$ cat src/rtl/decryption_pkg.sv
// Shared definitions for the Caesar decryption message path: end-of-message
// token, default widths, sequencer state encoding and counter sizing.
package decryption_pkg;

    localparam logic [7:0] START_DECRYPTION_TOKEN = 8'hFA;

    localparam int unsigned DEFAULT_D_WIDTH   = 8;
    localparam int unsigned DEFAULT_KEY_WIDTH = 16;

    // Sequencer states, kept as plain constants for compatibility with older tools.
    typedef logic [1:0] seq_state_t;
    localparam seq_state_t StIdle    = 2'd0;
    localparam seq_state_t StCollect = 2'd1;
    localparam seq_state_t StDrain   = 2'd2;
    localparam seq_state_t StFlush   = 2'd3;

    // Width needed to hold a count from 0 up to and including max_len.
    function automatic int unsigned cnt_width(input int unsigned max_len);
        return $clog2(max_len + 1);
    endfunction

endpackage

$ cat src/rtl/msg_buffer.sv
// Character store for one message: DEPTH x WIDTH registers, one write port,
// one combinational read port. Contents are not reset.
module msg_buffer #(
    parameter int unsigned DEPTH = 50,
    parameter int unsigned WIDTH = 8,
    parameter int unsigned AW    = (DEPTH > 1) ? $clog2(DEPTH) : 1
) (
    input  logic             clk,
    input  logic             we,
    input  logic [AW-1:0]    waddr,
    input  logic [WIDTH-1:0] wdata,
    input  logic [AW-1:0]    raddr,
    output logic [WIDTH-1:0] rdata
);

    logic [WIDTH-1:0] mem [DEPTH];

    // Write port.
    always_ff @(posedge clk) begin
        if (we) begin
            mem[waddr] <= wdata;
        end
    end

    // Combinational read port.
    always_comb begin
        rdata = mem[raddr];
    end

endmodule

$ cat src/rtl/caesar_msg_sequencer.sv
// Message-level controller for the Caesar decryption datapath. Collects a
// message up to the end token, replays it gap-free into the datapath with the
// key latched on the first character, and forwards the datapath results.
// Optional feature macro: CAESAR_SEQ_OVF_EN adds overflow flag/counter ports.
module caesar_msg_sequencer #(
    parameter int unsigned          D_WIDTH   = decryption_pkg::DEFAULT_D_WIDTH,
    parameter int unsigned          KEY_WIDTH = decryption_pkg::DEFAULT_KEY_WIDTH,
    parameter int unsigned          MAX_LEN   = 50,
    parameter logic [D_WIDTH-1:0]   START_DECRYPTION_TOKEN =
        D_WIDTH'(decryption_pkg::START_DECRYPTION_TOKEN)
) (
    input  logic                 clk,
    input  logic                 rst_n,
    input  logic [D_WIDTH-1:0]   data_i,
    input  logic                 valid_i,
    input  logic [KEY_WIDTH-1:0] key,
    output logic                 busy,
    output logic [D_WIDTH-1:0]   core_data_o,
    output logic [KEY_WIDTH-1:0] core_key_o,
    output logic                 core_valid_o,
    input  logic [D_WIDTH-1:0]   core_data_i,
    input  logic                 core_valid_i,
    output logic [D_WIDTH-1:0]   data_o,
    output logic                 valid_o
`ifdef CAESAR_SEQ_OVF_EN
    ,
    output logic                 ovf,
    output logic [7:0]           ovf_cnt
`endif
);

    import decryption_pkg::*;

    localparam int unsigned CW = cnt_width(MAX_LEN);
    localparam int unsigned AW = (MAX_LEN > 1) ? $clog2(MAX_LEN) : 1;
    localparam logic [CW-1:0] MAX_CNT = CW'(MAX_LEN);

    seq_state_t           state_q, state_d;
    logic [CW-1:0]        cnt_q, cnt_d;
    logic [CW-1:0]        rd_q, rd_d;
    logic [CW-1:0]        out_cnt_q, out_cnt_d;
    logic [KEY_WIDTH-1:0] key_q, key_d;
    logic                 busy_d;
    logic                 core_valid_d;
    logic [D_WIDTH-1:0]   core_data_d;
    logic [KEY_WIDTH-1:0] core_key_d;

    logic                 is_token;
    logic                 wr_en;
    logic [AW-1:0]        wr_addr;
    logic [D_WIDTH-1:0]   rd_data;
    logic                 drop;
    logic                 msg_done;

    assign is_token = (data_i == START_DECRYPTION_TOKEN);
    // Last result of the message has been forwarded.
    assign msg_done = (state_q == StFlush) && (out_cnt_q == cnt_q);

    msg_buffer #(
        .DEPTH (MAX_LEN),
        .WIDTH (D_WIDTH),
        .AW    (AW)
    ) u_msg_buffer (
        .clk   (clk),
        .we    (wr_en),
        .waddr (wr_addr),
        .wdata (data_i),
        .raddr (rd_q[AW-1:0]),
        .rdata (rd_data)
    );

    // Next-state: collect, drain and flush sequencing plus buffer writes.
    always_comb begin
        state_d      = state_q;
        cnt_d        = cnt_q;
        rd_d         = rd_q;
        key_d        = key_q;
        busy_d       = busy;
        core_valid_d = 1'b0;
        core_data_d  = core_data_o;
        core_key_d   = core_key_o;
        wr_en        = 1'b0;
        wr_addr      = '0;
        drop         = 1'b0;
        unique case (state_q)
            StIdle: begin
                if (valid_i && !is_token) begin
                    wr_en   = 1'b1;
                    cnt_d   = CW'(1);
                    key_d   = key;
                    state_d = StCollect;
                end
            end
            StCollect: begin
                if (valid_i) begin
                    if (is_token) begin
                        rd_d    = '0;
                        busy_d  = 1'b1;
                        state_d = StDrain;
                    end else if (cnt_q < MAX_CNT) begin
                        wr_en   = 1'b1;
                        wr_addr = cnt_q[AW-1:0];
                        cnt_d   = cnt_q + CW'(1);
                    end else begin
                        drop = 1'b1;
                    end
                end
            end
            StDrain: begin
                core_valid_d = 1'b1;
                core_data_d  = rd_data;
                core_key_d   = key_q;
                rd_d         = rd_q + CW'(1);
                if (rd_q == cnt_q - CW'(1)) begin
                    state_d = StFlush;
                end
            end
            StFlush: begin
                if (msg_done) begin
                    busy_d  = 1'b0;
                    state_d = StIdle;
                end
            end
            default: state_d = StIdle;
        endcase
    end

    // Count forwarded results of the current message; cleared while idle.
    always_comb begin
        out_cnt_d = out_cnt_q;
        if (state_q == StIdle) begin
            out_cnt_d = '0;
        end else if (core_valid_i && (out_cnt_q < MAX_CNT)) begin
            out_cnt_d = out_cnt_q + CW'(1);
        end
    end

    // State, counters and registered outputs.
    always_ff @(posedge clk or negedge rst_n) begin
        if (!rst_n) begin
            state_q      <= StIdle;
            cnt_q        <= '0;
            rd_q         <= '0;
            out_cnt_q    <= '0;
            key_q        <= '0;
            busy         <= 1'b0;
            core_valid_o <= 1'b0;
            core_data_o  <= '0;
            core_key_o   <= '0;
            data_o       <= '0;
            valid_o      <= 1'b0;
        end else begin
            state_q      <= state_d;
            cnt_q        <= cnt_d;
            rd_q         <= rd_d;
            out_cnt_q    <= out_cnt_d;
            key_q        <= key_d;
            busy         <= busy_d;
            core_valid_o <= core_valid_d;
            core_data_o  <= core_data_d;
            core_key_o   <= core_key_d;
            data_o       <= core_valid_i ? core_data_i : '0;
            valid_o      <= core_valid_i;
        end
    end

`ifdef CAESAR_SEQ_OVF_EN
    // Sticky per-message overflow flag and saturating lifetime drop counter.
    always_ff @(posedge clk or negedge rst_n) begin
        if (!rst_n) begin
            ovf     <= 1'b0;
            ovf_cnt <= 8'd0;
        end else begin
            if (drop) begin
                ovf <= 1'b1;
            end else if (msg_done) begin
                ovf <= 1'b0;
            end
            if (drop && (ovf_cnt != 8'hFF)) begin
                ovf_cnt <= ovf_cnt + 8'd1;
            end
        end
    end
`else
    logic unused_drop;
    assign unused_drop = drop;
`endif

endmodule

$ cat config.mk
export PLATFORM = sky130hd
export DESIGN_NAME = caesar_msg_sequencer
export DESIGN_NICKNAME = d
export VERILOG_FILES = /design/src/rtl/decryption_pkg.sv /design/src/rtl/msg_buffer.sv /design/src/rtl/caesar_msg_sequencer.sv
export SDC_FILE = /design/constraint.sdc
export NUM_CORES = 1
export LEC_CHECK = 0
export BUFFER_PORTS_ARGS = -buffer_cell sky130_fd_sc_hd__buf_2
export CAP_MARGIN = 20
export CORE_MARGIN = 4
export CORE_UTILIZATION = 55
export DETAILED_ROUTE_END_ITERATION = 7
export GPL_ROUTABILITY_DRIVEN = 0
export PLACE_DENSITY = 0.72
export SLEW_MARGIN = 20
export SYNTH_ARGS = -nofsm -noshare
export SYNTH_HDL_FRONTEND = slang
export SYNTH_SLANG_ARGS = --single-unit
$ cat constraint.sdc
create_clock -name clk -period 3.9 [get_ports clk]
set_input_delay 0.195 -clock clk [delete_from_list [all_inputs] [get_ports clk]]
set_output_delay 0.195 -clock clk [all_outputs]
set_load 0.01 [all_outputs]
Yosys cells after proc, flatten, opt, wreduce, memory -nomap -nowiden
Memories as Yosys holds them, arrays and structs flattened. A register that Yosys moved wholly into a read port is not among the register bits.
Cells that the tools add are included.
{ "op_classes": {"add_sub_neg": 4, "n_lt_le_gt_ge": 2, "n_eq_ne": 13, "muxes": 33, "reduce_logical": 15} }
{ "op_table": {"columns": ["cell", "count"], "rows": [
  ["2-to-1 mux 6 bit", 12],
  ["case mux 6 bit (2 select lines)", 2],
  ["adder 6 x 1 -> 6 bit (second input constant)", 3],
  ["!= test 2 bit (second input constant)", 7],
  ["equality test 6 bit", 2],
  ["< comparator 6 bit (second input constant)", 2],
  ["2-to-1 mux 1 bit", 10],
  ["2-to-1 mux 2 bit", 5],
  ["AND reduction 5 bit", 2],
  ["equality test 8 bit (second input constant)", 1],
  ["2-to-1 mux 8 bit", 1],
  ["case mux 2 bit (4 select lines)", 1],
  ["nonzero test 2 bit", 4],
  ["subtractor 6 x 1 -> 6 bit (second input constant)", 1],
  ["equality test 2 bit (second input constant)", 2],
  ["case mux 1 bit (2 select lines)", 2],
  ["AND reduction 4 bit", 1],
  ["logical AND 1 bit", 3],
  ["AND reduction 3 bit", 1],
  ["equality test 2 x 1 -> 1 bit (second input constant)", 1],
  ["logical NOT 1 bit", 2],
  ["logical NOT 2 bit", 1],
  ["AND reduction 2 bit", 1]
]} }
{ "totals": {"reg_bits": 63, "ramBits": 400, "inputBits": 36, "word_cells": 78, "n_memories": 1} }
{ "memory_table": {"columns": ["memory", "words", "word_bits", "rd", "rd_ports_with_merged_regs", "write_ports", "line_no", "source"], "rows": [
  ["u_msg_buffer.mem", 50, 8, 1, 1, 1, "msg_buffer.sv:16", "logic [WIDTH-1:0] mem [DEPTH];"]
]} }

Longest topological paths before layout
Gate-level depths: netlist of run 1.
{ "depth": {"ltp_word": 7, "depth_mapped": 10} }

Modules after synthesis
From an unflattened synthesis of run 1, not the netlist that was laid out.
{ "hier_totals": {"hier_cells": 1161, "hier_area_um2": 19249.7} }
{ "modules_own_cells": {"columns": ["module", "n_inst", "cells_each", "area_per_inst_um2", "seq_area_each_um2"], "rows": [
  ["msg_buffer", 1, 897, 15980.3, 12011.5],
  ["caesar_msg_sequencer", 1, 264, 3269.4, 1776.7]
]} }

Worst setup path before layout of run 1
No wires, ideal clock.
{ "synth_timing": {"kind": "register -> register", "start": "register state_q[1]", "end": "memory u_msg_buffer.mem[49][0], enable pin", "setup_time_ns": 0.398, "t_arrival_ns": 2.503, "required_ns": 3.502, "setup_slack_ns": 0.999, "path_stages_with_launch": 8, "path_buffers": 2, "period_less_slack_ns": 2.901, "cell_sequence": "dfrtp_1 > inv_1 > ha_1 > clkbuf_1 > o2111a_1 > buf_2 > nand4_1 > nor4b_1"} }
{ "synth_between": {"elab_chain_cells": 4, "word_cells_on_any_way": 6, "cone_classes": "eq/ne: 1; mux: 4; reduce/logical: 1"} }
{ "synth_lines": {"columns": ["item", "line_no", "source"], "rows": [
  ["start: declaration", "caesar_msg_sequencer.sv:38", "seq_state_t state_q, state_d;"],
  ["start signal: assignment", "caesar_msg_sequencer.sv:141", "state_q <= StIdle;"],
  ["start signal: assignment", "caesar_msg_sequencer.sv:153", "state_q <= state_d;"],
  ["equality test 2 x 1 -> 1 bit / logical NOT 2 bit (equally long branches)", "caesar_msg_sequencer.sv:85", "unique case (state_q)"],
  ["case mux 1 bit (2 select lines)", "caesar_msg_sequencer.sv:85", null],
  ["2-to-1 mux 1 bit", "msg_buffer.sv:20", "if (we) begin"],
  ["2-to-1 mux 1 bit (not written as such)", "msg_buffer.sv:21", "mem[waddr] <= wdata;"],
  ["end: declaration", "msg_buffer.sv:16", null]
]} }
Parallel ways exist; a longest one is shown, timed or not.

Final worst setup path of run 1
{ "layout_timing": {"start": "register cnt_q[1]", "end": "memory u_msg_buffer.mem[13][7], enable pin"} }
{ "layout_between": {"elab_chain_cells": 7, "word_cells_on_any_way": 11, "cone_classes": "order compare: 1; mux: 10"} }
{ "layout_lines": {"columns": ["item", "line_no", "source"], "rows": [
  ["start: declaration", "caesar_msg_sequencer.sv:39", "logic [CW-1:0] cnt_q, cnt_d;"],
  ["start signal: assignment", "caesar_msg_sequencer.sv:154", "cnt_q <= cnt_d;"],
  ["< comparator 6 bit", "caesar_msg_sequencer.sv:100", "end else if (cnt_q < MAX_CNT) begin"],
  ["2-to-1 mux 1 bit", "caesar_msg_sequencer.sv:100", null],
  ["2-to-1 mux 1 bit", "caesar_msg_sequencer.sv:96", "if (is_token) begin"],
  ["2-to-1 mux 1 bit", "caesar_msg_sequencer.sv:95", "if (valid_i) begin"],
  ["case mux 1 bit (2 select lines)", "caesar_msg_sequencer.sv:85", null],
  ["2-to-1 mux 1 bit", "msg_buffer.sv:20", null],
  ["2-to-1 mux 1 bit (not written as such)", "msg_buffer.sv:21", null]
]} }
Parallel ways exist; a longest one is shown, timed or not.

==> impl_metrics.py, run 1 <==
metrics = {
    "layout": {
        "mostFrequentLayoutCell": "edfxtp_1",
        "insertedDiodeCount": 0,
        "instances_no_fill": 1681,
        "final_cell_mix": "400 x edfxtp_1, 70 x nor2_1, 69 x buf_2",
        "design_area_mm2": 0.0218,
        "area_growth_pct": 15.2,
        "fin_nets": 1239,
        "n_fill_cell": 2340,
        "layout-drive-gt1-share_pct": 23.8,
        "fin_util_pct": 64.6,
    },
    "grt": {
        "overflow": 0,
        "grt_max_degree": 72,
        "track_usage_pct": 22.6,
        "antenna_found_initial": 0,
        "grt_pass1_vias": 10500,
        "grt_pass1_wl_um": 64900,
    },
    "floorplanning": {
        "die_area_mm2": 0.0374,
        "io_pins": 71,
        "fp.dieW_um": 193,
        "coreArea_mm2": 0.0337,
        "rows": 67,
        "die_y_um": 193,
        "initial_core_util_pct": 56.1,
    },
    "clock_tree": {
        "clock_latency_ns": 0.54,
        "cts-resized-gates": 0,
        "cts.clk_slew.worst_paths_ns": 0.06,
        "cts.sinks": 471,
        "cts_hold_buffers": 26,
        "ctsHtreeMaxLevel": 2,
        "cts_buffers": 47,
        "post-cts-setup-buffer-count": 0,
        "cts_root_buf": "clkbuf_16",
        "tritoncts": "done",
        "cts_buffer_depth": 3,
    },
    "route": {
        "dr.pass1.iters": 5,
        "dr_total_vias": 10300,
        "ant_nets": 0,
        "drc_errors": 0,
        "drt-initial-drc-count": 938,
        "routed_wl_um": 42800,
        "via_per_inst": 6.14,
        "routedWlPerCell_um": 25.5,
    },
    "pwr": {
        "leakagePower_nw": 7.87,
        "power_density_mw_per_mm2": 475,
        "ir_worst_vdd_mv": 0.394,
    },
    "setup_path": {
        "crit_chain": "o311ai_1 -> o2111a_1 -> nand4_1 -> nor2_1",
        "path_max_fanout": 20,
        "start_kind": "register",
        "worst_ep_arrival_time_ns": 3.36,
        "worstSetupPathType": "register to register",
        "cp_data_required_time_ns": 4.07,
        "crit_path_end_kind": "register",
        "slowest_delay_ns": 0.71,
        "cp_slowest_cell": "nor2_1",
    },
    "timing": {
        "relSlewSlack_pct": 32.4,
        "hold_slack_ns": 0.205,
        "clock_skew_ns": 0.0112,
        "period_needed_ns": 3.19,
        "setup_tns_ns": 0,
        "drv_slew": 0,
        "setup_viol": 0,
        "finalHoldViolations": 0,
        "rsz0062_at_grt": "false",
        "worst_pin_slew_ns": 1.01,
        "fin_crit_sh_pct": 81.9,
        "fmax_mhz": 313,
    },
    "flow_run": {
        "cap_viol_max_count": 0,
    },
    "yosys": {
        "avgSynthCellArea_um2": 18.0,
        "async_flop_share_pct": 15.1,
        "synth_edf_count": 400,
        "synth_area_mm2": 0.0189,
        "synth_warnings": 0,
        "synthAdderAreaFrac_pct": 0.530,
        "synthMuxAreaShare_pct": 14.0,
        "synth_nets": 1096,
        "synth_compound_area_share_pct": 4.53,
        "yosysSeqAreaShare_pct": 73.0,
        "synth_top_family_by_area": "multiplexers",
        "synth_cell_types": 62,
        "synthCells": 1052,
        "synthXorXnorAreaFrac_pct": 0.834,
        "synth_flop_cell": "edfxtp_1",
        "yosys-top-cells-area": "edfxtp_1 64%, dfrtp_1 9.4%, mux4_2 7.9%",
        "ys_seq_elements": 471,
        "synth_top_area_cell": "edfxtp_1",
        "synth-simple-area-share_pct": 5.33,
        "synth_top_area_share_pct": 63.6,
    },
    "worst_hold_path": {
        "hold_class": "input port to register",
    },
    "status": {
        "status": "complete, no violations",
    },
    "placement": {
        "numPortBuffers": 70,
        "place_inst": 1568,
        "dp_hpwl_um": 26700,
        "placed_area_mm2": 0.0199,
    },
}
-- metal layers --
metal / up-vias / GRT usage, % / wire length [µm]
met5: - / 0 / 0
met4: 0 / 7.11 / 1260
met3: 80 / 4.61 / 3490
met2: 461 / 36.7 / 20800
met1: 5302 / 31.5 / 17200
li1: 4481 / - / -
-- cells by family after synthesis --
| kind of cell | count (synthesis) |
|---|---|
| multiplexers | 158 |
| adder cells (fa/ha/maj) | 8 |
| flip-flops | 471 |
| AO/OA/AOI/OAI | 117 |
| AND/OR/NAND/NOR | 214 |
| buffers and inverters | 66 |
| XOR/XNOR | 18 |
-- sequential cells by signal, indices dropped and copies added, names as in the netlist --
signal,flops
u_msg_buffer.mem,400
core_data_o,8
state_q,2
out_cnt_q,6
core_valid_o,1
valid_o,1
cnt_q,6
data_o,8
key_q,16
core_key_o,16
busy,1
rd_q,6
-- path summary, 6_finish.rpt --
path / startpoint / end / slack (ns) / depth (start not counted)
hold reg to reg: key_q[2]$_DFFE_PN0P_ / key_q[2]$_DFFE_PN0P_ / 0.47 / 2
hold / removal: valid_i / busy$_DFFE_PN0P_ / 0.20 / 4
max in group asynchronous: rst_n / rd_q[1]$_DFFE_PN0P_ / 2.84 / 2
setup reg to reg: cnt_q[1]$_DFFE_PN0P_ / u_msg_buffer.mem[13][7]$_DFFE_PP_ / 0.71 / 4
setup / recovery: cnt_q[1]$_DFFE_PN0P_ / u_msg_buffer.mem[13][7]$_DFFE_PP_ / 0.71 / 4
min in group asynchronous: rst_n / data_o[0]$_DFF_PN0_ / 0.37 / 2
-- stage by stage --
stage,power (mW),worst slack [ns]
after floorplan,5.75,0.999
after global placement,5.89,0.853
after CTS,10.4,0.758
after detailed placement,5.90,0.741
after global routing,10.7,0.469
final,10.4,0.706
-- area by class of cell --
type                       count  area [µm²]  area share (%)
inverter                       9        33.8           0.155
tap                          448         561            2.57
multi-input combinational    515        4770            21.9
sequential                   471       13800            63.3
timing repair buffer         151        1050            4.83
clock buffer                  62        1290            5.95
clock inverter                25         277            1.27
-- critical path, delay by kind of cell, from the launching register on --
kind             cells  cell delay [ns]
AND/OR/NAND/NOR      2             1.26
AO/OA/AOI/OAI        2             1.02
flip-flops           1             0.53
-- Yosys cell counts, types with 3 or more instances --
cell type    n
o21ai_0     14
o31a_1       4
and3_1       3
o311ai_1     5
mux4_2      66
nand2_1     68
buf_12       3
nor3_1       5
dfrtp_1     71
buf_1        6
inv_1        8
mux4_1      12
nand4b_1     4
nand3_1     12
edfxtp_1   400
nand3b_1     4
buf_4        8
a211o_1      6
o31ai_1      4
mux2_2      27
clkbuf_1    28
xor2_1       8
nand2b_1     4
o2111a_1     4
mux2i_1     52
nor2b_1      9
buf_2       10
xnor2_1     10
a22oi_1     10
ha_1         8
o221ai_1     7
a22o_1       6
nand4_1      9
a21oi_1     14
a211oi_1    14
and2_1      13
nor2_1      70
nor4_1       4
o22ai_1     12
-- power by group --
part	internal, mW	switching, mW
combinational	0.100	0.163
sequential	5.50	0.0515
clock	2.73	1.81
Power figures use the tool's default switching activity.
==> inputs of run 2 (changes only) <==
--- a/config.mk
+++ b/config.mk
@@ -5,6 +5,7 @@
 export SDC_FILE = /design/constraint.sdc
 export NUM_CORES = 1
 export LEC_CHECK = 0
+export ABC_AREA = 1
 export BUFFER_PORTS_ARGS = -buffer_cell sky130_fd_sc_hd__buf_2
 export CAP_MARGIN = 20
 export CORE_MARGIN = 4
==> constraint.sdc (replaced) <==
create_clock -name clk -period 3 [get_ports clk]
set_input_delay 0.15 -clock clk [delete_from_list [all_inputs] [get_ports clk]]
set_output_delay 0.15 -clock clk [all_outputs]
set_load 0.01 [all_outputs]
==> run 2 against run 1 <==
The run now ends with negative setup slack left. Clock-buffer cell count did not move. Highest routed layer unchanged. Wire length rose by 14%. Worst hold slack got worse by 0.073 ns. Maximum frequency rose by 6.4%. Critical path depth rose by 4. Synthesized area rose by 4.5%. Largest power group unchanged. Sequential cell count did not move. Non-clock buffer count fell by 2.
==> impl_metrics.py, run 2 <==
metrics = {
    "route": {
        "via_per_inst": 5.65,
        "drt-initial-drc-count": 1385,
        "routedWlPerCell_um": 20.1,
        "dr_total_vias": 13800,
        "drc_errors": 0,
        "ant_nets": 0,
        "dr.pass1.iters": 6,
        "routed_wl_um": 48900,
    },
    "status": {
        "violations": "negative setup slack",
        "status": "finished with violations",
    },
    "yosys": {
        "synth_nets": 1879,
        "synth_compound_area_share_pct": 5.47,
        "synth_edf_count": 400,
        "synth_flop_cell": "edfxtp_1",
        "synth_cell_types": 36,
        "synth_top_area_cell": "edfxtp_1",
        "synth_top_family_by_area": "simple AND/OR/NAND/NOR gates",
        "synth_top_area_share_pct": 60.8,
        "yosys-top-cells-area": "edfxtp_1 61%, dfrtp_1 9.0%, nand2_1 8.8%",
        "synthAdderAreaFrac_pct": 0.507,
        "synthXorXnorAreaFrac_pct": 0.513,
        "ys_top_cells_by_count": "464 x nand2_1, 400 x edfxtp_1, 294 x nor2_1",
        "async_flop_share_pct": 15.1,
        "synthCells": 1835,
        "synth.most_common_cell": "nand2_1",
        "yosysSeqAreaShare_pct": 69.8,
        "synthMuxAreaShare_pct": 0,
        "avgSynthCellArea_um2": 10.8,
        "ys_seq_elements": 471,
        "synth-simple-area-share_pct": 19.1,
        "synth_warnings": 0,
        "synth_area_mm2": 0.0198,
    },
    "timing": {
        "relSlewSlack_pct": 31.7,
        "setup_viol": 4,
        "fmax_mhz": 333,
        "clock_skew_ns": 0.0115,
        "rsz0062_at_grt": "true",
        "setup_ws_ns": -0.00143,
        "drv_slew": 0,
        "hold_slack_ns": 0.132,
        "fin_crit_sh_pct": 100,
        "period_needed_ns": 3.00,
        "worst_pin_slew_ns": 1.02,
        "finalHoldViolations": 0,
    },
    "floorplanning": {
        "die_area_mm2": 0.0390,
        "coreArea_mm2": 0.0355,
        "initial_core_util_pct": 55.7,
        "die_y_um": 198,
        "fp.dieW_um": 198,
        "io_pins": 71,
        "rows": 69,
    },
    "pwr": {
        "p_clk_share_pct": 31.8,
        "combPwrFrac_pct": 26.8,
        "netSwitchingPower_mw": 6.12,
        "ir_worst_vdd_mv": 0.598,
        "internal_power_mw": 12.7,
        "pwr-share-seq_pct": 41.3,
        "power_density_mw_per_mm2": 835,
        "p_sw_share_pct": 32.5,
        "leakagePower_nw": 8.89,
    },
    "layout": {
        "max_flop_register": "u_msg_buffer.mem",
        "largest_reg_flops": 400,
        "fin_nets": 1981,
        "area_growth_pct": 14.1,
        "reg_top3": "u_msg_buffer.mem (400), core_key_o (16), key_q (16)",
        "final_cell_mix": "464 x nand2_1, 400 x edfxtp_1, 293 x nor2_1",
        "layout-drive-gt1-share_pct": 9.92,
        "mostFrequentLayoutCell": "nand2_1",
    },
    "grt": {
        "track_usage_pct": 24.8,
        "grt_max_degree": 117,
        "grt_pass1_vias": 13500,
        "antenna_found_initial": 0,
        "grt_pass1_wl_um": 75100,
        "overflow": 0,
    },
    "clock_tree": {
        "tritoncts": "done",
        "ctsHtreeMaxLevel": 2,
        "cts_root_buf": "clkbuf_16",
        "clock_latency_ns": 0.55,
        "cts.sinks": 471,
        "cts_buffers": 47,
        "cts_buffer_depth": 3,
        "post-cts-setup-buffer-count": 0,
        "cts.clk_slew.worst_paths_ns": 0.06,
    },
    "setup_path": {
        "crit_path_end_kind": "register",
        "cp_slowest_cell": "nor2_1",
        "path_buf_inv": 2,
        "start_kind": "register",
        "critPathTopFamily": "simple AND/OR/NAND/NOR gates",
        "worst_ep_arrival_time_ns": 3.18,
        "crit_chain": "inv_1 -> ha_1 -> inv_1 -> nor2_1 -> nand2_2 -> nor2_2 -> nand3_1 -> nor2_1",
        "cp_data_required_time_ns": 3.18,
        "path_max_fanout": 9,
        "slowest_delay_ns": 0.75,
        "worstSetupPathType": "register to register",
    },
    "flow_run": {
        "cap_viol_max_count": 0,
    },
    "worst_hold_path": {
        "hold_class": "input port to register",
    },
    "placement": {
        "pre_cts_ws_ns": 0.264,
        "numPortBuffers": 70,
        "dp_hpwl_um": 28900,
    },
}
run 2: changes by cell type after synthesis, moves of 18 or more:
cell / change
mux2i_1: -52
nand2_1: +396
mux4_2: -66
nand3_1: +148
nor2_1: +224
inv_1: +93
o21ai_0: +103
mux2_2: -27
buf_2: +24
o211ai_1: +18
o21ai_1: +25
run 2: metal layers:
metal  vias up  GRT usage [%]  part of all wire [%]
met3       100           4.47                   8.1
li1       6389              -                     -
met2       644           41.9                    50
met4         0           8.47                   3.2
met5         -              0                     0
met1      6637           33.0                    39
run 2: through the flow:
stage               std cells  setup TNS, ns  utilization [%]  instance area [µm²]  total power, mW
detailed placement       2313              0             58.0                20600             12.9
global route             2436          -2.76             63.5                22500             19.8
floorplan                1835              0                -                19800             11.3
CTS                      2436              0             63.5                22500             18.8
finish                   2437       -0.00375             63.5                22500             18.8
global placement         2313              0             58.0                20600             12.7
run 2: what timing repair did:
item                       4_1_cts  5_1_grt
hold endpoints to repair        35        0
hold buffers                    36        0
setup endpoints to repair        0       40
resized for setup                0        1
run 2: kinds of logic (layout without fill, tap and decap cells):
kind of cell               Yosys count  after routing
buffers and inverters              205            345
xor gates and xnor gates            10             10
adders and majority gates            8              8
AOI/OAI and AO/OA                  202            202
other                                0              1
DFF                                471            471
and+or+nand+nor                    939            939
run 2: worst paths after layout:
check                                             from                           endpoint  slack (ns)  cells after the start
worst min-delay path                           valid_i                rd_q[0]$_DFFE_PN0P_        0.13                      5
worst max register to register  state_q[1]$_DFFE_PN0P_  u_msg_buffer.mem[43][0]$_DFFE_PP_      -0.001                      8
min in group asynchronous                        rst_n                rd_q[0]$_DFFE_PN0P_        0.32                      3
worst min register to register    key_q[8]$_DFFE_PN0P_               key_q[8]$_DFFE_PN0P_        0.47                      2
max in group asynchronous                        rst_n                rd_q[1]$_DFFE_PN0P_        2.08                      3
worst max-delay path            state_q[1]$_DFFE_PN0P_  u_msg_buffer.mem[43][0]$_DFFE_PP_      -0.001                      8
run 2: worst reg2reg max path: stages (launching register included):
cell,delay [ns]
dfrtp_1,0.42
inv_1,0.09
ha_1,0.22
inv_1,0.11
nor2_1,0.16
nand2_2,0.18
nor2_2,0.17
nand3_1,0.53
nor2_1,0.76
run 2: layout make-up:
cell class / instances / area [µm²]
Tap cell: 461 / 577
Antenna cell: 1 / 2.50
Inverter: 109 / 412
Clock buffer: 62 / 1320
Multi-Input combinational cell: 1159 / 5050
Clock inverter: 25 / 275
Timing Repair Buffer: 149 / 1110
Sequential cell: 471 / 13800
Fill cell: 2702 / 12900
run 2: power by group through the flow:
stage / clock network [mW] / logic, mW / registers [mW]
global placement: 0 / 4.86 / 7.89
finish: 5.99 / 5.05 / 7.77
CTS: 6.05 / 5.02 / 7.77
detailed placement: 0 / 4.96 / 7.90
floorplan: 0 / 3.43 / 7.91
global route: 6.32 / 5.62 / 7.81
